<file path="src/rtl/mem_pkg.sv">
`default_nettype none
// ============================================================================
//  Module      : mem_pkg
//  Description : Shared access-size encodings, reset-content modes and the
//                reset-content helper for the data memory bank.
//  Revision    : 1.0 - initial release
// ============================================================================
package mem_pkg;

  // Access size encoding carried on the size port
  typedef enum logic [1:0] {
    SZ_BYTE    = 2'b00,
    SZ_HALF    = 2'b01,
    SZ_WORD    = 2'b10,
    SZ_ILLEGAL = 2'b11
  } size_e;

  // Reset-content modes
  localparam int INIT_ZERO = 0;
  localparam int INIT_SEQ  = 1;

  // Byte value held at a byte address right after reset
  function automatic logic [7:0] init_byte(input int mode, input logic [31:0] byte_addr);
    init_byte = (mode == INIT_SEQ) ? (byte_addr[7:0] + 8'd1) : 8'h00;
  endfunction

endpackage
`default_nettype wire

</file>
<file path="src/rtl/mem_load_align.sv">
`default_nettype none
// ============================================================================
//  Module      : mem_load_align
//  Description : Combinational load aligner: selects the addressed lanes of a
//                raw little-endian word, right-justifies them and sign- or
//                zero-extends to 32 bits.
//  Revision    : 1.0 - initial release
// ============================================================================
module mem_load_align
  import mem_pkg::*;
(
  input  logic [31:0] raw_word,
  input  logic [1:0]  lane,
  input  logic [1:0]  size,
  input  logic        signed_load,
  output logic [31:0] load_data
);

  logic [7:0]  w_byte;
  logic [15:0] w_half;

  // Pick the addressed lanes and extend them according to size and signedness
  always_comb begin
    w_byte    = 8'(raw_word >> {lane, 3'b000});
    // Half accesses are 2-byte aligned, so only the upper lane bit selects
    w_half    = 16'(raw_word >> {lane[1], 4'b0000});
    load_data = raw_word;
    case (size)
      SZ_BYTE: load_data = {{24{signed_load & w_byte[7]}}, w_byte};
      SZ_HALF: load_data = {{16{signed_load & w_half[15]}}, w_half};
      default: load_data = raw_word;
    endcase
  end

endmodule
`default_nettype wire

</file>
<file path="src/rtl/data_mem_bank.sv">
`default_nettype none
// ============================================================================
//  Module      : data_mem_bank
//  Description : Byte-addressable MEM-stage data memory. Byte/half/word
//                loads and stores, registered one-cycle load response,
//                rejection of misaligned, out-of-range and conflicting
//                requests without touching storage.
//  Revision    : 1.0 - initial release
// ============================================================================
module data_mem_bank
  import mem_pkg::*;
#(
  parameter int DEPTH     = 16,
  parameter int ADDR_W    = 32,
  parameter int INIT_MODE = INIT_SEQ
) (
  input  logic              clk,
  input  logic              reset,
  input  logic              memWrite,
  input  logic              memRead,
  input  logic [ADDR_W-1:0] aluOut,
  input  logic [31:0]       dataIn,
  input  logic [1:0]        size,
  input  logic              signedLoad,
  output logic [31:0]       dataMemOut,
  output logic              memValid,
  output logic              memErr,
  output logic              errSticky
);

  localparam int c_IDX_W = $clog2(DEPTH);

  logic [7:0]         r_mem [DEPTH][4];
  logic               r_armed;
  logic [31:0]        r_data;
  logic               r_valid;
  logic               r_err;
  logic               r_sticky;

  logic [c_IDX_W-1:0] w_idx;
  logic [1:0]         w_lane;
  logic               w_oor;
  logic               w_req;
  logic               w_bad;
  logic               w_ok;
  logic               w_do_write;
  logic [3:0]         w_lane_we;
  logic [31:0]        w_wdata;
  logic [31:0]        w_raw;
  logic [31:0]        w_load;

  assign w_idx  = aluOut[c_IDX_W+1:2];
  assign w_lane = aluOut[1:0];

  // Any address bit above the storage range makes the access illegal
  generate
    if (ADDR_W > c_IDX_W + 2) begin : g_range_chk
      assign w_oor = |aluOut[ADDR_W-1:c_IDX_W+2];
    end else begin : g_no_range_chk
      assign w_oor = 1'b0;
    end
  endgenerate

  // Classify the current request as accepted or rejected
  always_comb begin
    w_req = memRead | memWrite;
    w_bad = (memRead & memWrite)
          | (size == SZ_ILLEGAL)
          | ((size == SZ_HALF) & w_lane[0])
          | ((size == SZ_WORD) & (w_lane != 2'b00))
          | w_oor;
    w_ok       = w_req & ~w_bad;
    w_do_write = r_armed & w_ok & memWrite;
  end

  // Store lane enables and data replicated onto every lane position
  always_comb begin
    w_lane_we = 4'b0000;
    w_wdata   = dataIn;
    case (size)
      SZ_BYTE: begin
        w_lane_we = 4'b0001 << w_lane;
        w_wdata   = {4{dataIn[7:0]}};
      end
      SZ_HALF: begin
        w_lane_we = 4'b0011 << w_lane;
        w_wdata   = {2{dataIn[15:0]}};
      end
      SZ_WORD: begin
        w_lane_we = 4'b1111;
        w_wdata   = dataIn;
      end
      default: begin
        w_lane_we = 4'b0000;
        w_wdata   = dataIn;
      end
    endcase
  end

  assign w_raw = {r_mem[w_idx][3], r_mem[w_idx][2], r_mem[w_idx][1], r_mem[w_idx][0]};

  mem_load_align u_load_align (
    .raw_word    (w_raw),
    .lane        (w_lane),
    .size        (size),
    .signed_load (signedLoad),
    .load_data   (w_load)
  );

  // Storage: reloaded with the reset pattern, written lane-wise on accepted stores
  always_ff @(posedge clk or posedge reset) begin
    if (reset) begin
      for (int w = 0; w < DEPTH; w++) begin
        for (int l = 0; l < 4; l++) begin
          r_mem[w][l] <= init_byte(INIT_MODE, 32'(w * 4 + l));
        end
      end
    end else if (w_do_write) begin
      for (int l = 0; l < 4; l++) begin
        if (w_lane_we[l]) begin
          r_mem[w_idx][l] <= w_wdata[8*l +: 8];
        end
      end
    end
  end

  // Masks the edge on which reset is released so no request is serviced there
  always_ff @(posedge clk or posedge reset) begin
    if (reset) r_armed <= 1'b0;
    else       r_armed <= 1'b1;
  end

  // Registered response: load data, completion and rejection pulses, sticky error
  always_ff @(posedge clk or posedge reset) begin
    if (reset) begin
      r_data   <= 32'h0;
      r_valid  <= 1'b0;
      r_err    <= 1'b0;
      r_sticky <= 1'b0;
    end else if (r_armed) begin
      r_valid <= w_ok;
      r_err   <= w_req & w_bad;
      if (w_req & w_bad) r_sticky <= 1'b1;
      if (w_ok & memRead) r_data <= w_load;
    end else begin
      r_valid <= 1'b0;
      r_err   <= 1'b0;
    end
  end

  assign dataMemOut = r_data;
  assign memValid   = r_valid;
  assign memErr     = r_err;
  assign errSticky  = r_sticky;

endmodule
`default_nettype wire

</file>
<file path="config.mk">
export PLATFORM = sky130hd
export DESIGN_NAME = data_mem_bank
export DESIGN_NICKNAME = d
export VERILOG_FILES = /design/src/rtl/mem_pkg.sv /design/src/rtl/mem_load_align.sv /design/src/rtl/data_mem_bank.sv
export SDC_FILE = /design/constraint.sdc
export NUM_CORES = 1
export LEC_CHECK = 0
export ABC_AREA = 0
export ABC_CLOCK_PERIOD_IN_PS = 31400
export BUFFER_PORTS_ARGS = -buffer_cell sky130_fd_sc_hd__buf_4
export CORE_MARGIN = 3
export CORE_UTILIZATION = 45
export DETAILED_ROUTE_END_ITERATION = 8
export PLACE_DENSITY = 0.7
export RECOVER_POWER = 100
export SLEW_MARGIN = 15
export SYNTH_ARGS = -nofsm -noshare
export SYNTH_HDL_FRONTEND = slang
export SYNTH_SLANG_ARGS = --single-unit
</file>
<file path="constraint.sdc">
create_clock -name clk -period 31.4 [get_ports clk]
set_input_delay 1.57 -clock clk [delete_from_list [all_inputs] [get_ports clk]]
set_output_delay 1.57 -clock clk [all_outputs]
set_load 0.005 [all_outputs]
</file>
[Word level (Yosys, flattened, before mapping)]
Cells that the tools add are included.
Cells by class
  muxes and demuxes: 27
  reduce and logical (&&, ||, !) cells: 6
  bitwise logic cells: 17
  eq/ne operators: 3
  shift operators: 4
  order comparisons: 2
Operator list (count)
  $mux W512: 7
  $bwmux W512: 4
  $demux W32 S4: 4
  $bmux W32 S4: 1
  $pmux W32 S2: 2
  $mux W32: 3
  $shr A32 B5 Y16: 1
  $shr A32 B5 Y8: 1
  $reduce_or A26 Y1: 1
  $mux W24: 1
  $mux W16: 1
  $pmux W4 S3: 1
  $and A1 B1 Y1: 10
  $mux W8: 1
  $ge A5 B5 Y1 const B: 1
  $lt A5 B1 Y1 const B: 1
  $not A4 Y5: 1
  $or A1 B1 Y1: 5
  $eq A2 B2 Y1 const B: 2
  $reduce_and A2 Y1: 2
  $shl A1 B2 Y4 const A: 1
  $shl A2 B2 Y4 const A: 1
  $eq A2 B1 Y1 const B: 1
  $logic_not A2 Y1: 1
  4 further kinds: 5
Word-level totals
  bits of input ports: 71
  output and inout port bits: 35
  flip-flop bits (word level): 548
  logic and storage cells: 128

[Longest topological paths before layout]
  depth in word-level cells: 18
  depth in mapped cells: 11

[Modules after synthesis]
Synthesis repeated with hierarchy kept, for this count alone.
Unflattened totals
  cells, all modules: 1804
  area total of the unflattened synthesis: 26550.5 sq um
By module, submodules not included
  data_mem_bank: cells each 1711, area an instance 25843.5 sq um, times used 1, sequential area each 13954.6 sq um
  mem_load_align: cells each 93, area an instance 706.9 sq um, times used 1, sequential area each 0.0 sq um

[Worst setup path before layout]
Ideal clock, no wire load.
  kind: input port to flip-flop
  start: in aluOut[3]
  end: reg r_data[1], in the netlist dataMemOut[1]
  stages: 8
  setup slack: 27.904 ns
  arrival: 3.368 ns
  buffers on the path: 4
  cells stage by stage: buf_4 -> buf_6 -> buf_4 -> clkbuf_1 -> mux4_2 -> mux4_2 -> a22oi_1 -> a21oi_1
Between the ends
  cells in the longest elaborated chain, start to end: 6
  elaborated cells on any way between the ends: 7
Ends and longest elaborated chain
  start, declared: line data_mem_bank.sv:21  | input logic [ADDR_W-1:0] aluOut,
  $not A4 Y5 (implied by the code) *: line data_mem_bank.sv:100  | assign w_raw = {r_mem[w_idx][3], r_mem[w_idx][2], r_mem[w_idx][1], r_mem[w_idx][0]};
  $bmux W32 S4 *: line data_mem_bank.sv:100
  $mux W32 (implied by the code) * (2 in a row): line data_mem_bank.sv:100
  $shr A32 B5 Y16 / $shr A32 B5 Y8 (equally long branches): line mem_load_align.sv:26, mem_load_align.sv:24
  $pmux W32 S2 *: line mem_load_align.sv:28  | case (size)
  end signal, assigned: line data_mem_bank.sv:144  | if (w_ok & memRead) r_data <= w_load;
  end, declared: line data_mem_bank.sv:35  | logic [31:0] r_data;
Every way passes the cells marked *; elsewhere a longest branch is shown, timed or not. The select of a mux whose other input is x is not followed.
A chain may end at the register's enable or synchronous reset.

==> summary.md <==
| Metric | Value |
|---|---|
| Result of the run | complete, but fails checks |
| Failing checks | capacitance limit, slew limit |
| Total of max-cap violations | 6 |
| Crit path DAT | 11.91 ns |
| Overall routing resource usage | 0.2320 |
| Clk Latency, worst-skew pair | 0.63 ns |
| Worst slew margin | -5.228 |
| Final GP Congestion | 0.9240 |
| Critical path launch point type | input port |
| Standard cell area after detailed placement | 26240 µm² |
| Core box area | 54560 µm² |
| Antenna violations before repair | 1 |
| Vias post-DR | 17510 |
| Port Buf Inserts | 105 |
| Die Outline Area | 58720 µm² |
| Achievable Freq | 0.07382 GHz |
| Fraction of final layout cells with drive strength greater than 1 | 0.2884 |
| Clock Path Buffers | 3 |
| Endpoint class of the critical path | async pin |
| Grt ovf | 0 |
| Minimum setup slack among reg-to-reg paths | 28.63 ns |
| Final design area excluding fillers | 28030 µm² |
| Worst clock skew on the final layout | 0.03398 ns |
| Number of buffers and inverters on the critical path | 3 |
| Setup repair bufs after CTS | 0 |
| Number of top-level pins | 106 |
| Clock root buffer master | clkbuf_16 |
| Tightest hold margin | 0.4765 ns |
| Largest delay contributor family on the critical path | buffers and inverters |
| Asr flop ratio synth | 1.000 |
| Worst Setup Path Type | in -> async |
| CP peak stage delay | 6.76 ns |
| Wirelength, routed | 68.09 mm |
| Number of synthesized flops with an enable pin | 0 |
| Syn Area/Cell | 11.40 µm² |
| Class of the worst hold path | reg -> reg |
| Floorplan row count | 85 |
| Cell count after synthesis | 2205 |
| Die boundary width | 242.3 µm |
| TritonCTS sink count | 548 |
| Resize count post-CTS | 0 |
| Primary flip-flop cell chosen by synthesis mapping | dfrtp_1 |
| Slowest CP cell | clkbuf_1 |
| Net count after synthesis | 2276 |
| Final standard cell utilization of the core | 0.5137 |
| Share of Yosys cell area claimed by the top area cell type | 0.3535 |
| Hold Fails Final Rpt | 0 |
| Maximum number of pins on one net before global-route repair | 183 |
| Cell type contributing the most total cell area after synthesis | dfrtp_1 |
| CTS Hold Buffers Added | 0 |
| Via density per instance | 5.811 |
| Top library cells by usage in the layout, fill and taps aside | 482 x nand2_1, 394 x o21ai_0, 355 x dfrtp_1 |
| Total half-perimeter wirelength after legalization and detailed placement | 44.74 mm |
| Critical Path RT | 29.76 ns |
| Crit path cell chain | clkbuf_4 -> clkinvlp_2 -> clkbuf_1 |
| Vias in the first global route | 17820 |
| Most frequent standard cell in the layout excluding fill and tap cells | nand2_1 |
| Post-DR wirelength/cell | 22.59 µm |
| VDD IR max | 0.04081 mV |
| Wire length of the first global-routing pass | 106.3 mm |
| Power per Cell Area | 52.30 nW/µm² |
| Number of flip-flops and latches in the synthesized netlist | 548 |
| Share of the yosys chip area belonging to registers | 0.5552 |
| Number of diodes added for antenna fixing | 0 |
| Post-synthesis cell area | 25130 µm² |
| Die span in y | 242.3 µm |
| Portion of the clock cycle consumed by the worst path in the final layout | 0.4314 |
| Number of DRC violations after detailed-routing iteration 0 | 1736 |
| Total Neg Setup Slack | 0 ns |
| Unrepaired setup endpoints after global routing | no |
| DRC viols | 0 |
| H-tree depth reported by CTS | 2 |
| Number of detailed-route iterations in the first pass | 5 |
| NumNets Final | 2300 |
| Final min period | 13.55 ns |
| Final max-slew violation count | 613 |
| Post-synth cell types | 50 |
| Maximum fanout along the worst path | 182 |
| Slew at the pin closest to its max-slew limit | 9.342 ns |
| CTS tree | yes |
| DRT antenna net count | 0 |
| Cts bufs inserted | 55 |
| Area Growth Syn to Fin | 11.51% |
| Count of synthesis-stage warnings from yosys | 0 |
| Reported leakage power | 0.01200 µW |
| Cells taking the most area after synthesis | dfrtp_1 35%, dfstp_2 20%, mux4_2 9.5% |
| Endpoints failing setup | 0 |
| Clock-pin slew reported for the worst setup and hold paths after clock tree synthesis | 0.06 ns |
| Starting density of the core | 0.4607 |
==> cell type report <==
class / count / area [µm²]
Fill cell: 4759 / 26530
Sequential cell: 548 / 13950
Multi-Input combinational cell: 1489 / 10320
Clock buffer: 87 / 1649
Timing Repair Buffer: 130 / 955.9
Tap cell: 739 / 924.6
Clock inverter: 16 / 201.4
Inverter: 5 / 20.02
==> final timing paths <==
path,startpoint,to,depth (start not counted)
max in group clk,size[1],dataMemOut[16]$_DFFE_PP0P_,7
min in group asynchronous,reset,r_mem[426]$_DFFE_PP0P_,2
min,r_mem[226]$_DFFE_PP1P_,r_mem[226]$_DFFE_PP1P_,2
min reg2reg,r_mem[226]$_DFFE_PP1P_,r_mem[226]$_DFFE_PP1P_,2
max,reset,r_mem[325]$_DFFE_PP0P_,3
max reg2reg,r_armed$_DFF_PP0_,dataMemOut[16]$_DFFE_PP0P_,4
==> metal layers <==
layer / share of wire / track usage
met5: 0.00019 / 0
met4: 0.033 / 0.08062
met3: 0.077 / 0.05445
met2: 0.47 / 0.3655
met1: 0.42 / 0.3175
==> power by group <==
part           switching (µW)  leakage [µW]  total (µW)  internal, µW
registers               0.132       0.00694         708           708
clock network             278      0.000912         672           393
logic                    62.5       0.00415        86.3          23.8
==> worst reg2reg max path, stage by stage, from the launching register on <==
cell and delay [ns]:
dfrtp_1 0.44, nand3_1 0.35, nor2_1 0.77, nand3_1 0.83
nand3_1 0.30
==> synthesized netlist by cell type, types with 7 or more instances <==
master     count
a21oi_1       39
a221oi_1      30
a22oi_1        8
a31oi_1       15
buf_1         10
buf_2         44
buf_4         24
clkbuf_1      75
dfrtp_1      355
dfstp_2      193
mux2_2       129
mux2i_1      112
mux4_2       106
nand2_1      472
nand2_2       10
nand3_1       26
nor2_1        65
nor4_1         7
o2111ai_1      7
o21ai_0      387
o21ai_1        8
o22ai_1       13
or2_2          9
==> through the flow <==
stage / worst slack, ns / total power [µW] / cells
2_1_floorplan: 14.83 / 773.6 / 2205
3_3_place_gp: 26.40 / 805.1 / 2911
3_5_place_dp: 26.34 / 806.4 / 2911
4_1_cts: 27.01 / 1479 / 3014
5_1_grt: 15.45 / 1515 / 3014
6_report: 17.85 / 1466 / 3014
==> cell families (layout without fill, tap and decap cells) <==
kind of cell | count (synthesis) | count (layout) | synth area share
buffers and inverters | 168 | 238 | 0.03390
AND/OR/NAND/NOR | 621 | 621 | 0.1002
AO/OA/AOI/OAI | 520 | 520 | 0.1131
other | 1 | 1 | 0.0001492
flip-flops | 548 | 548 | 0.5552
multiplexers | 347 | 347 | 0.1974
==> state kept, by name, summed over array words and instances (netlist names) <==
register / cells
memErr: 1
r_armed: 1
dataMemOut: 32
r_mem: 512
memValid: 1
errSticky: 1
(Power assumes the default switching activity.)
